$ cat config.mk
export PLATFORM = sky130hd
export DESIGN_NAME = uart_tx_serializer
export DESIGN_NICKNAME = d
export VERILOG_FILES = /design/src/rtl/uart_pkg.sv /design/src/rtl/uart_baud_counter.sv /design/src/rtl/uart_tx_serializer.sv
export SDC_FILE = /design/constraint.sdc
export NUM_CORES = 1
export LEC_CHECK = 0
export BUFFER_PORTS_ARGS = -buffer_cell sky130_fd_sc_hd__buf_2
export CELL_PAD_IN_SITES_DETAIL_PLACEMENT = 0
export CELL_PAD_IN_SITES_GLOBAL_PLACEMENT = 2
export CORE_MARGIN = 5
export CORE_UTILIZATION = 35
export DETAILED_ROUTE_END_ITERATION = 6
export PLACE_DENSITY_LB_ADDON = 0.1
export SLEW_MARGIN = 20
export SYNTH_ARGS = -nofsm -noshare
export SYNTH_HDL_FRONTEND = slang
export SYNTH_HIERARCHICAL = 1
export SYNTH_SLANG_ARGS = --single-unit
$ cat constraint.sdc
create_clock -name clk -period 2.7 [get_ports clk]
set_input_delay 0.135 -clock clk [delete_from_list [all_inputs] [get_ports clk]]
set_output_delay 0.135 -clock clk [all_outputs]
set_load 0.01 [all_outputs]
$ cat src/rtl/uart_pkg.sv
// Shared UART types and helpers for the tx serializer and the upcoming rx block.
// Latency: n/a (types and elaboration-time functions only).
// Backpressure: n/a.
package uart_pkg;

  typedef enum logic [2:0] {IDLE, START, DATA, PARITY, STOP} uart_tx_state_e;

  typedef enum logic [1:0] {PAR_NONE, PAR_EVEN, PAR_ODD} parity_e;

  // Clocks per bit, rounded to nearest.
  function automatic int cycles_per_bit(int clk_freq, int baud);
    return (clk_freq + baud / 2) / baud;
  endfunction

endpackage

$ cat src/rtl/uart_baud_counter.sv
// Bit-period timer: pulses tick once every CPB cycles, restartable by clear.
// Latency: tick is high in the CPB-th cycle after clear (count == CPB-1).
// Backpressure: none; free-running when not cleared.
module uart_baud_counter #(
  parameter int CPB = 868
) (
  input  logic clk,
  input  logic rst,
  input  logic clear,
  output logic tick
);

  localparam int W = (CPB > 1) ? $clog2(CPB) : 1;
  localparam logic [W-1:0] LAST = W'(CPB - 1);

  logic [W-1:0] cnt;

  // Count 0..CPB-1 and wrap; clear restarts the period from zero.
  always_ff @(posedge clk) begin
    if (rst || clear) begin
      cnt <= '0;
    end else if (cnt == LAST) begin
      cnt <= '0;
    end else begin
      cnt <= cnt + W'(1);
    end
  end

  assign tick = (cnt == LAST);

endmodule

$ cat src/rtl/uart_tx_serializer.sv
// UART transmitter: 8N/E/O + 1/2 stop, LSB first, one byte per tx_start.
// Latency: start bit on the line 1 cycle after accept; tx_done N*CPB+1 cycles after accept.
// Backpressure: tx_start is ignored while tx_busy; no queuing.
module uart_tx_serializer #(
  parameter int CLK_FREQ  = 100_000_000,
  parameter int BAUD_RATE = 115200,
  parameter int PARITY    = 0,
  parameter int STOP_BITS = 1
) (
  input  logic       clk,
  input  logic       rst,
  input  logic       tx_start,
  input  logic [7:0] tx_data,
  output logic       tx,
  output logic       tx_busy,
  output logic       tx_done
);

  import uart_pkg::*;

  localparam int CPB      = cycles_per_bit(CLK_FREQ, BAUD_RATE);
  localparam bit PAR_EN   = (PARITY != int'(PAR_NONE));
  localparam bit PAR_INV  = (PARITY == int'(PAR_ODD));
  localparam logic STOP_LAST = (STOP_BITS == 2);

  if (PARITY < 0 || PARITY > 2) begin : g_bad_parity
    $error("uart_tx_serializer: PARITY must be 0, 1 or 2");
  end
  if (STOP_BITS != 1 && STOP_BITS != 2) begin : g_bad_stop
    $error("uart_tx_serializer: STOP_BITS must be 1 or 2");
  end

  uart_tx_state_e state;
  logic [7:0]     shreg;
  logic [2:0]     bit_idx;
  logic           stop_idx;
  logic           par_bit;
  logic           accept;
  logic           tick;

  assign accept = (state == IDLE) && tx_start;

  // Restart the bit timer on accept so the start bit is exactly CPB cycles.
  uart_baud_counter #(.CPB(CPB)) u_baud (
    .clk   (clk),
    .rst   (rst),
    .clear (accept),
    .tick  (tick)
  );

  // Frame sequencer; tx/busy/done are registered so the line never glitches.
  always_ff @(posedge clk) begin
    if (rst) begin
      state    <= IDLE;
      shreg    <= '0;
      bit_idx  <= '0;
      stop_idx <= 1'b0;
      par_bit  <= 1'b0;
      tx       <= 1'b1;
      tx_busy  <= 1'b0;
      tx_done  <= 1'b0;
    end else begin
      tx_done <= 1'b0;
      case (state)
        IDLE: begin
          if (tx_start) begin
            state    <= START;
            shreg    <= tx_data;
            // Parity is taken from the whole byte now, since the shifter is destructive.
            par_bit  <= (^tx_data) ^ PAR_INV;
            bit_idx  <= '0;
            stop_idx <= 1'b0;
            tx       <= 1'b0;
            tx_busy  <= 1'b1;
          end
        end
        START: begin
          if (tick) begin
            state <= DATA;
            tx    <= shreg[0];
          end
        end
        DATA: begin
          if (tick) begin
            if (bit_idx == 3'd7) begin
              if (PAR_EN) begin
                state <= uart_pkg::PARITY;
                tx    <= par_bit;
              end else begin
                state <= STOP;
                tx    <= 1'b1;
              end
            end else begin
              bit_idx <= bit_idx + 3'd1;
              shreg   <= {1'b0, shreg[7:1]};
              tx      <= shreg[1];
            end
          end
        end
        uart_pkg::PARITY: begin
          if (tick) begin
            state <= STOP;
            tx    <= 1'b1;
          end
        end
        STOP: begin
          if (tick) begin
            if (stop_idx == STOP_LAST) begin
              state   <= IDLE;
              tx_busy <= 1'b0;
              tx_done <= 1'b1;
            end else begin
              stop_idx <= 1'b1;
            end
            tx <= 1'b1;
          end
        end
        default: begin
          state   <= IDLE;
          tx      <= 1'b1;
          tx_busy <= 1'b0;
        end
      endcase
    end
  end

endmodule

; ---- Word level (Yosys, flattened, before mapping)
; Cells that the tools add are included.
; Widths: inputs -> output; s select.
[op_classes]
shifts = 0
n_addsub = 2
n_mul = 0
n_eq_ne = 15
n_lt_le_gt_ge = 0
muxes = 30
n_reduce_logical = 14
n_bitwise = 3
div = 0
[ops]
columns = operator, n
row1 = $mux 3, 10
row2 = $mux 8, 3
row3 = $ne 2x2->1 const B, 8
row4 = $pmux 8 s2, 1
row5 = $pmux 3 s5, 1
row6 = $reduce_and 4->1, 3
row7 = $mux 1, 11
row8 = $add 10x1->10 const B, 1
row9 = $eq 10x10->1 const B, 1
row10 = $reduce_and 7->1, 1
row11 = $eq 3x2->1 const B, 2
row12 = $eq 3x3->1 const B, 2
row13 = $pmux 3 s2, 1
row14 = $reduce_or 3->1, 2
row15 = $pmux 1 s4, 1
row16 = $reduce_bool 2->1, 2
row17 = $reduce_or 2->1, 2
row18 = $add 3x1->3 const B, 1
row19 = $eq 3x1->1 const B, 1
row20 = $logic_not 3->1, 1
row21 = $not 1->1, 3
row22 = $pmux 1 s3, 1
row23 = $reduce_and 3->1, 1
row24 = $ne 2x1->1 const B, 1
row25 = other kinds (3), 3
[totals]
regBits = 28
latchBits = 0
ramBits = 0
mem_count = 0
out_inout_bits = 3
romBits = 0
input_bits = 11

; ---- Logic depth before layout (Yosys ltp)
; Gate-level depths: netlist of run 1.
[depth]
word_depth = 4
ltp_mapped = 10
ltp_nobuf = 7

; ---- Modules after synthesis
; The synthesis of run 1 kept the hierarchy.
[modules_own_cells]
columns = mod, n_inst, area_per_inst_um2, cells_per_inst, seq_area_each_um2
row1 = uart_tx_serializer, 1, 992.2, 110, 340.3
row2 = uart_baud_counter, 1, 454.2, 53, 200.2

; ---- Least setup slack after synthesis of run 1
; No wires, ideal clock.
[synth_path]
path_kind = reg-to-reg
startpoint = register u_baud.cnt[4]
endpoint = register bit_idx[1]
stages_incl_launch_ff = 10
arrival_ns = 1.839
setup_time_ns = 0.072
setup_slack_ns = 0.790
cell_sequence = dfxtp_1 > nor4b_1 > nand2_1 > nor2_1 > buf_6 > and3b_1 > buf_6 > o21a_4 > buf_6 > mux2i_1
[synth_between]
elab_chain_len = 3
[synth_lines]
columns = element, line_no
row1 = "start, declared", uart_baud_counter.sv:16  ; logic [W-1:0] cnt;
row2 = "start signal, assigned", uart_baud_counter.sv:25  ; cnt <= cnt + W'(1);
row3 = $eq 10x10->1, uart_baud_counter.sv:29  ; assign tick = (cnt == LAST);
row4 = named net tick, uart_tx_serializer.sv:39  ; logic tick;
row5 = $ne 2x2->1 (no source line), -
row6 = $reduce_and 4->1 (no source line), -
row7 = "end signal, assigned", uart_tx_serializer.sv:94  ; bit_idx <= bit_idx + 3'd1;
row8 = "end, declared", uart_tx_serializer.sv:35  ; logic [2:0] bit_idx;
; The timed path passes the listed nets, and every way through them passes these cells.
; A chain may end at the register's enable or synchronous reset.

; ---- Final worst setup path of run 1
[layout_path]
startpoint = register u_baud.cnt[3]
endpoint = register bit_idx[1]
; The elaborated chain is that of the path after synthesis.

==> results of run 1 <==
[kinds of logic (layout without fill, tap and decap cells)]
logic type,after synthesis,after routing,synth area share (%)
AOI/OAI and AO/OA,43,43,20.67
xor gates and xnor gates,5,5,3.028
adders and majority gates,3,3,2.595
buffers and inverters,17,27,6.920
DFF,27,27,37.37
muxes,12,12,8.305
and+or+nand+nor,56,56,21.11
[worst register-to-register path: cells and delay by family (launching register included)]
kind | cells | cell delay [ns]
simple gates | 4 | 1.14
flops | 1 | 0.36
compound gates | 1 | 0.27
mux | 1 | 0.20
buf+inv | 1 | 0.16
[placed cells by master (no fill, tap or decap), types with 2 or more instances in the layout]
master,synthesis,layout
buf_2,5,13
nand3b_1,2,2
and4_1,2,2
nor2_1,14,14
o21bai_1,8,8
dfxtp_1,27,27
nor2b_1,4,4
a2111oi_0,2,2
xor2_1,3,3
nor3b_1,2,2
ha_1,3,3
a22oi_1,2,2
a21oi_1,10,10
a31oi_1,3,3
nor4b_1,3,3
xnor2_1,2,2
o21ai_0,6,6
buf_4,0,5
inv_1,5,5
mux2i_1,12,12
nand2_1,11,11
nor3_1,2,2
nand3_1,6,6
o311ai_0,7,7
clkbuf_8,0,3
[stage by stage]
stage	instance area, um^2	std cells	total power [mW]	setup slack [ns]
2_1_floorplan	1446	163	0.5600	0.7898
3_3_place_gp	1530	219	0.5958	0.5889
3_5_place_dp	1530	219	0.5967	0.5297
4_1_cts	1577	223	0.8355	0.4989
5_1_grt	1577	223	0.8608	0.2757
6_report	1577	223	0.8171	0.5060
[power groups by stage]
stage | Sequential, mW | Combinational, mW | Clock (mW)
after floorplan | 0.450 | 0.110 | 0
after global placement | 0.450 | 0.146 | 0
after detailed placement | 0.451 | 0.146 | 0
after CTS | 0.441 | 0.147 | 0.248
after global routing | 0.445 | 0.160 | 0.255
final | 0.441 | 0.146 | 0.230
[layout make-up]
| cell class | count | area (um^2) |
|---|---|---|
| fillers | 406 | 2424 |
| multi-input cells | 119 | 805.8 |
| flip-flops and latches | 27 | 540.5 |
| repair buffers | 18 | 102.6 |
| well taps | 50 | 62.56 |
| clock buffers | 3 | 41.29 |
| inverters | 5 | 18.77 |
| clock inverters | 1 | 5.005 |
[per-layer routing]
metal  global-route usage [%]  wire [um]
met1                    15.47       1541
met4                    2.964         20
met3                    2.027        100
met2                    18.01       1287
met5                        0          0
[registers in the layout, indices dropped and copies added (netlist names)]
register,flops
tx_busy,1
tx_done,1
state,3
bit_idx,3
tx,1
u_baud/cnt,10
shreg,8
[worst max-delay path by stage]
stage	end	cells after the start
final	bit_idx[1]	7
after global routing	bit_idx[2]	7
after CTS	bit_idx[2]	7
after detailed placement	bit_idx[1]	7
after global placement	shreg[7]	7
after floorplan	bit_idx[1]	9
==> out/results.ini, run 1 <==
[power]
comb_power_share_pct = 17.8
total_leakage_power_nw = 0.5763
pwr-share-seq_pct = 54.0
p_int_mw = 0.5947
powerDensity_mw_per_mm2 = 518.3
swShare_pct = 27.21
p_sw_mw = 0.2223
power_frac_clock_pct = 28.2
peakVddDrop_v = 0.0002403

[global_routing]
grt_max_degree = 22
gr-total-overflow = 0
grt_pass1_wl_mm = 4.968
grt_pass1_vias = 1123
antenna_found_initial = 0
grtUsageTotal_pct = 11.19

[route]
drt_iter0_drc = 48
final_antenna_net_count = 0
drc_errors = 0
drt_wl_total_mm = 2.950
drt-wirelength-per-cell_um = 13.23
vias = 1193
viasPerCell = 5.350
first_pass_iters = 4

[timing]
final_hold_viol_count = 0
fin_tns_setup_ns = 0
min_period_ns = 2.194
tightest_slew_ns = 0.6648
holdWs_ns = 0.1099
setup_viol_count_final = 0
fin_crit_sh_pct = 81.26
drv_slew = 0
rsz0062_at_grt = no
finClkSkew_ns = 0.003370
fmax_ghz = 0.4558
slew_headroom_pct = 55.59

[floorplanning]
die-area_mm2 = 0.005518
start_util_pct = 36.16
die_w_um = 74.29
fp.dieH_um = 74.29
std_cell_rows = 23
io_pins = 14
core-area_mm2 = 0.004000

[critical_path]
arrival_ns = 2.40
crit_type = reg -> reg
cpPeakStageDelay_ns = 0.50
path_max_fanout = 11
startpoint = u_baud/cnt[3]
path_buf_inv = 1
path_delay_family = simple AND/OR/NAND/NOR gates
worstPathRequired_ns = 2.91
cp-start-kind = flip-flop
r2r-start = u_baud/cnt[3]
r2r-end = bit_idx[1]
r2r_cells = 7
crit_chain = nor4b_1 -> nand2_1 -> nor2_1 -> buf_4 -> and3b_1 -> o21a_4 -> mux2i_1
r2r_slack_ns = 0.51
cpMaxStageDelayCell = nor4b_1
cp-end-kind = flip-flop

[place]
port-buffer-count = 13
routabilityCongestion = 0.7487
hpwlAfterDp_mm = 2.116

[clock_tree]
cts_tree = yes
cts_setup_buffers = 0
cts_buffer_depth = 2
postCtsHoldBufs = 0
insertion_delay_ns = 0.27
numCtsBuffers = 3
h-tree-depth = 1
root_buffer = clkbuf_8
ctsResizeCount = 0
cts.clk_slew.worst_paths_ns = 0.10
numClockSinks = 27

[synthesis]
synth_edf_count = 0
avgSynthCellArea_um2 = 8.874
ys_async_sr_fraction_pct = 0
yosysSeqAreaShare_pct = 37.37
syn-cell-area_mm2 = 0.001446
synth_cell_types = 40
yosysTopAreaCell = dfxtp_1
synthFlopType = dfxtp_1
syn-instance-count = 163
syn_nets = 177
yosysMostFrequentCell = dfxtp_1
ys_seq_elements = 27
synthTopCellsByCount = dfxtp_1 (27), nor2_1 (14), mux2i_1 (12)
yosysWarningCount = 6
synth_top_area_share_pct = 37.37
synthTopCellsByArea = dfxtp_1 (37%), mux2i_1 (8.3%), o311ai_0 (4.2%)

[cells_and_area]
drive_above_1_share_pct = 15.03
fin_util_pct = 39.41
area_delta_synth_final_pct = 8.996
layout.nets = 188
insertedDiodeCount = 0

[outcome]
outcome = finished, final reports clean

[job]
maxCapViolCount = 0

[min_path]
hp-class = in -> reg
hold_path_end = shreg[7]
hold_path_startpoint = tx_data[7]
hold_depth = 3

Note: power is estimated with default switching activity, not from simulation.
==> run 2, diff against run 1 <==
CORE_UTILIZATION = 32   (was 35)
clock period = 1.9 ns   (was 2.7 ns; I/O delays follow)
==> out/results.ini, run 2 (synthesis results as in run 1) <==
[outcome]
outcome = finished, final reports clean

[floorplanning]
die-area_mm2 = 0.005964
fp.dieH_um = 77.23
start_util_pct = 32.99
io_pins = 14
std_cell_rows = 24
core-area_mm2 = 0.004384
die_w_um = 77.23

[clock_tree]
cts_setup_buffers = 0
cts.clk_slew.worst_paths_ns = 0.10
cts_buffer_depth = 2
cts_tree = yes
h-tree-depth = 1
numClockSinks = 27
root_buffer = clkbuf_8
insertion_delay_ns = 0.28
numCtsBuffers = 3

[cells_and_area]
drive_above_1_share_pct = 21.79
layout.nets = 194
reg_top3 = u_baud/cnt: 10 flops, shreg: 8 flops
regMostFlops = u_baud/cnt
area_delta_synth_final_pct = 13.93
final_common_cell = dfxtp_1
insertedDiodeCount = 0
final_cell_mix = dfxtp_1 (26), nor2_1 (13), buf_2 (13)
largest_reg_flops = 10

[critical_path]
arrival_ns = 1.87
cp-start-kind = flip-flop
crit_type = reg -> reg
r2r_cells = 8
r2r-start = u_baud/cnt[0]
startpoint = u_baud/cnt[0]
worstPathRequired_ns = 2.06
crit_chain = ha_2 -> nor2b_2 -> nand2_2 -> nor2_2 -> and3b_1 -> buf_4 -> o311ai_0 -> a21oi_1
r2r_slack_ns = 0.19
cpPeakStageDelay_ns = 0.34
cpMaxStageDelayCell = dfxtp_2
cp-end-kind = flip-flop
path_max_fanout = 7
r2r-end = shreg[2]

[timing]
fin_crit_sh_pct = 89.91
layout_setup_ws_ns = 0.1917
fin_tns_setup_ns = 0
rsz0062_at_grt = no
finClkSkew_ns = 0.006530
min_period_ns = 1.708
fmax_ghz = 0.5854
setup_viol_count_final = 0
final_hold_viol_count = 0
drv_slew = 0
slew_headroom_pct = 71.72
tightest_slew_ns = 0.4237

[global_routing]
grt_pass1_vias = 1215
antenna_found_initial = 0
grt_max_degree = 21
grtUsageTotal_pct = 11.01
gr-total-overflow = 0
grt_pass1_wl_mm = 5.499

[min_path]
hold_path_end = shreg[7]
hp-class = in -> reg
hold_depth = 3
hold_path_startpoint = tx_data[7]

[route]
vias = 1203
drt-wirelength-per-cell_um = 13.90
drc_errors = 0
first_pass_iters = 4
drt_iter0_drc = 62
drt_wl_total_mm = 3.210
viasPerCell = 5.208
final_antenna_net_count = 0

[power]
powerDensity_mw_per_mm2 = 718.5
peakVddDrop_v = 0.0002873
total_leakage_power_nw = 0.6145

[place]
routabilityCongestion = 0.7719
hpwlAfterDp_mm = 2.260
port-buffer-count = 13
dp_slack_ns = 0.09336

[job]
maxCapViolCount = 0

==> run 2: cell count changes in the layout (fill, tap and decap cells not counted), sizes merged <==
cell  previous run  this run
buf             18        24
==> run 2: report_power, final <==
| part | switching, mW | internal [mW] | leakage, nW | total [mW] |
|---|---|---|---|---|
| combinational | 0.117 | 0.0986 | 0.368 | 0.216 |
| clock | 0.193 | 0.147 | 0.0255 | 0.340 |
| sequential | 0.0236 | 0.605 | 0.221 | 0.629 |
==> run 2: how the worst max path moves through the flow <==
stage	slack, ns	endpoint	cells past startpoint
3_3_place_gp	0.12	state[2]	8
5_1_grt	0.03	shreg[4]	8
3_5_place_dp	0.09	state[2]	8
2_1_floorplan	0.05	bit_idx[1]	10
6_report	0.19	shreg[2]	8
4_1_cts	0.07	state[2]	8
==> run 2: per-stage QoR <==
stage / area, um^2 / instances / hold WS, ns / power [mW] / util, %
2_1_floorplan: 1453 / 163 / 0.1678 / 0.7958 / -
3_3_place_gp: 1584 / 227 / 0.3462 / 0.8523 / 36.13
3_5_place_dp: 1584 / 227 / 0.3515 / 0.8561 / 36.13
4_1_cts: 1630 / 231 / 0.04489 / 1.201 / 37.19
5_1_grt: 1648 / 231 / 0.05182 / 1.253 / 37.59
6_report: 1648 / 231 / 0.05333 / 1.184 / 37.59
==> run 2: final cells by class <==
type / count / area (um^2)
fill: 475 / 2736
timing repair buffer: 24 / 147.6
clock inverter: 1 / 5.005
sequential: 27 / 541.8
tap: 52 / 65.06
multi-input combinational: 119 / 828.3
inverter: 5 / 18.77
clock buffer: 3 / 41.29
==> run 2: layer usage <==
metal	wire length [um]	part of all wire, %	GRT usage (%)	vias up
met5	0	0	0	-
met4	36	1.1	3.952	0
met3	92	2.9	1.874	4
met2	1426	44	16.92	17
met1	1655	52	15.36	562
li1	-	-	-	620
==> run 2: repair_timing <==
action / in CTS / in global routing
endpoints found under the hold margin: 0 / 0
gates resized for setup: 0 / 8
hold buffers: 0 / 0
endpoints found under the setup margin: 0 / 15
==> run 2: critical path: cells and delay by family (launching register included) <==
family	cells	cell delay, ns
AND/OR/NAND/NOR	4	0.49
flip-flops	1	0.34
buffers and inverters	1	0.16
adder cells (fa/ha/maj)	1	0.21
AO/OA/AOI/OAI	2	0.39
==> run 3, diff against run 2 <==
REMOVE_ABC_BUFFERS = 1   (was unset)
clock period = 1.46 ns   (was 1.9 ns; I/O delays follow)
==> out/results.ini, run 3 (synthesis results as in run 1) <==
[floorplanning]
core-area_mm2 = 0.004384
die-area_mm2 = 0.005964
std_cell_rows = 24
fp.dieH_um = 77.23
start_util_pct = 32.99
die_w_um = 77.23
io_pins = 14

[critical_path]
path_delay_family = simple AND/OR/NAND/NOR gates
startpoint = u_baud/cnt[1]
r2r-start = u_baud/cnt[1]
path_max_fanout = 7
crit_chain = ha_4 -> nor2b_4 -> nand2_2 -> nor2_1 -> buf_4 -> and3b_2 -> buf_12 -> o311ai_4 -> a21oi_1
worstPathRequired_ns = 1.63
crit_type = reg -> reg
path_buf_inv = 2
cpMaxStageDelayCell = dfxtp_2
cpPeakStageDelay_ns = 0.35
arrival_ns = 1.91
cp-end-kind = flip-flop
cp-start-kind = flip-flop

[clock_tree]
numCtsBuffers = 3
root_buffer = clkbuf_8
cts_buffer_depth = 2
insertion_delay_ns = 0.27
cts.clk_slew.worst_paths_ns = 0.10
cts_tree = yes
h-tree-depth = 1
numClockSinks = 27
postCtsHoldBufs = 0

[route]
drt_wl_total_mm = 3.906
drt_iter0_drc = 85
first_pass_iters = 4
drc_errors = 0
vias = 1351
final_antenna_net_count = 0
drt-wirelength-per-cell_um = 15.20
viasPerCell = 5.257

[global_routing]
grtUsageTotal_pct = 13.34
grt_pass1_vias = 1368
antenna_found_initial = 0
grt_max_degree = 18
met3_usage_pct = 2.342
gr-total-overflow = 0
grt.busiest_layer = met2
use_met1_pct = 18.25
grt_pass1_wl_mm = 6.568
use_met2_pct = 20.96

[cells_and_area]
regMostFlops = u_baud/cnt
insertedDiodeCount = 0
largest_reg_flops = 10
drive_above_1_share_pct = 41.95
final_cell_mix = buf_4 (29), dfxtp_1 (20), buf_2 (13)
fillers = 421
fin_area_mm2 = 0.002097
layout.nets = 220
area_delta_synth_final_pct = 44.98
final_common_cell = buf_4
reg_top3 = u_baud/cnt: 10 flops, shreg: 8 flops

[min_path]
hold_path_startpoint = tx_data[7]
hp-class = in -> reg

[timing]
tightest_slew_ns = 0.7349
holdWs_ns = 0.03493
setup_viol_count_final = 24
final_hold_viol_count = 0
fin_crit_sh_pct = 119.8
drv_slew = 0
fmax_ghz = 0.5719
min_period_ns = 1.749
slew_headroom_pct = 50.95
finClkSkew_ns = 0.003955
layout_setup_ws_ns = -0.2887
rsz0062_at_grt = yes

[place]
port-buffer-count = 13
hpwlAfterDp_mm = 2.589
dp_slack_ns = -0.3480
place_area_mm2 = 0.001723
routabilityCongestion = 0.7577

[power]
p_total_mw = 1.688
peakVddDrop_v = 0.0003037
total_leakage_power_nw = 0.7830
powerDensity_mw_per_mm2 = 804.8

[outcome]
outcome = complete, but fails checks
violations = negative setup slack

[job]
maxCapViolCount = 0

-- run 3: layer usage --
metal  up-vias  part of all wire [%]
li1        677                     -
met1       655                    48
met2        15                    49
met3         4                   2.5
met4         0                  0.77
met5         -                     0
-- run 3: layout make-up --
cell class,instances,area (um^2),share of cell area [%]
inverters,5,18.77,0.8950
well taps,52,65.06,3.103
repair buffers,49,387.9,18.50
clock buffers,4,45.04,2.148
multi-input cells,120,1031,49.16
flip-flops and latches,27,549.3,26.19
-- run 3: what timing repair did --
| action | in CTS | in global routing |
|---|---|---|
| endpoints found under the setup margin | 22 | 25 |
| gates cloned | 1 | 0 |
| resized for setup | 42 | 17 |
| pin swaps | 11 | 13 |
| setup buffers | 4 | 8 |
-- run 3: path summary, 6_finish.rpt --
kind                                    to  cells after the start  slack [ns]
worst max register to register    shreg[2]                      9       -0.29
worst min-delay path              shreg[7]                      3        0.03
worst max-delay path              shreg[2]                      9       -0.29
worst min register to register  bit_idx[2]                      2        0.47
-- run 3: through the flow --
stage / std cells / TNS [ns] / util (%)
2_1_floorplan: 151 / -7.856 / -
3_3_place_gp: 243 / -3.838 / 39.30
3_5_place_dp: 243 / -4.342 / 39.30
4_1_cts: 252 / -3.405 / 45.58
5_1_grt: 257 / -5.479 / 47.83
6_report: 257 / -4.232 / 47.83
-- run 3: where the power goes --
group | internal, mW | leakage [nW] | switching [mW] | total, mW
clock | 0.196 | 0.0228 | 0.246 | 0.442
sequential | 0.789 | 0.224 | 0.0491 | 0.838
combinational | 0.203 | 0.537 | 0.205 | 0.408
-- run 3: worst reg2reg max path: stages (launching register included) --
cell and delay, ns:
dfxtp_2 0.35, ha_4 0.16, nor2b_4 0.13, nand2_2 0.07, nor2_1 0.04, buf_4 0.15
and3b_2 0.24, buf_12 0.16, o311ai_4 0.28, a21oi_1 0.06
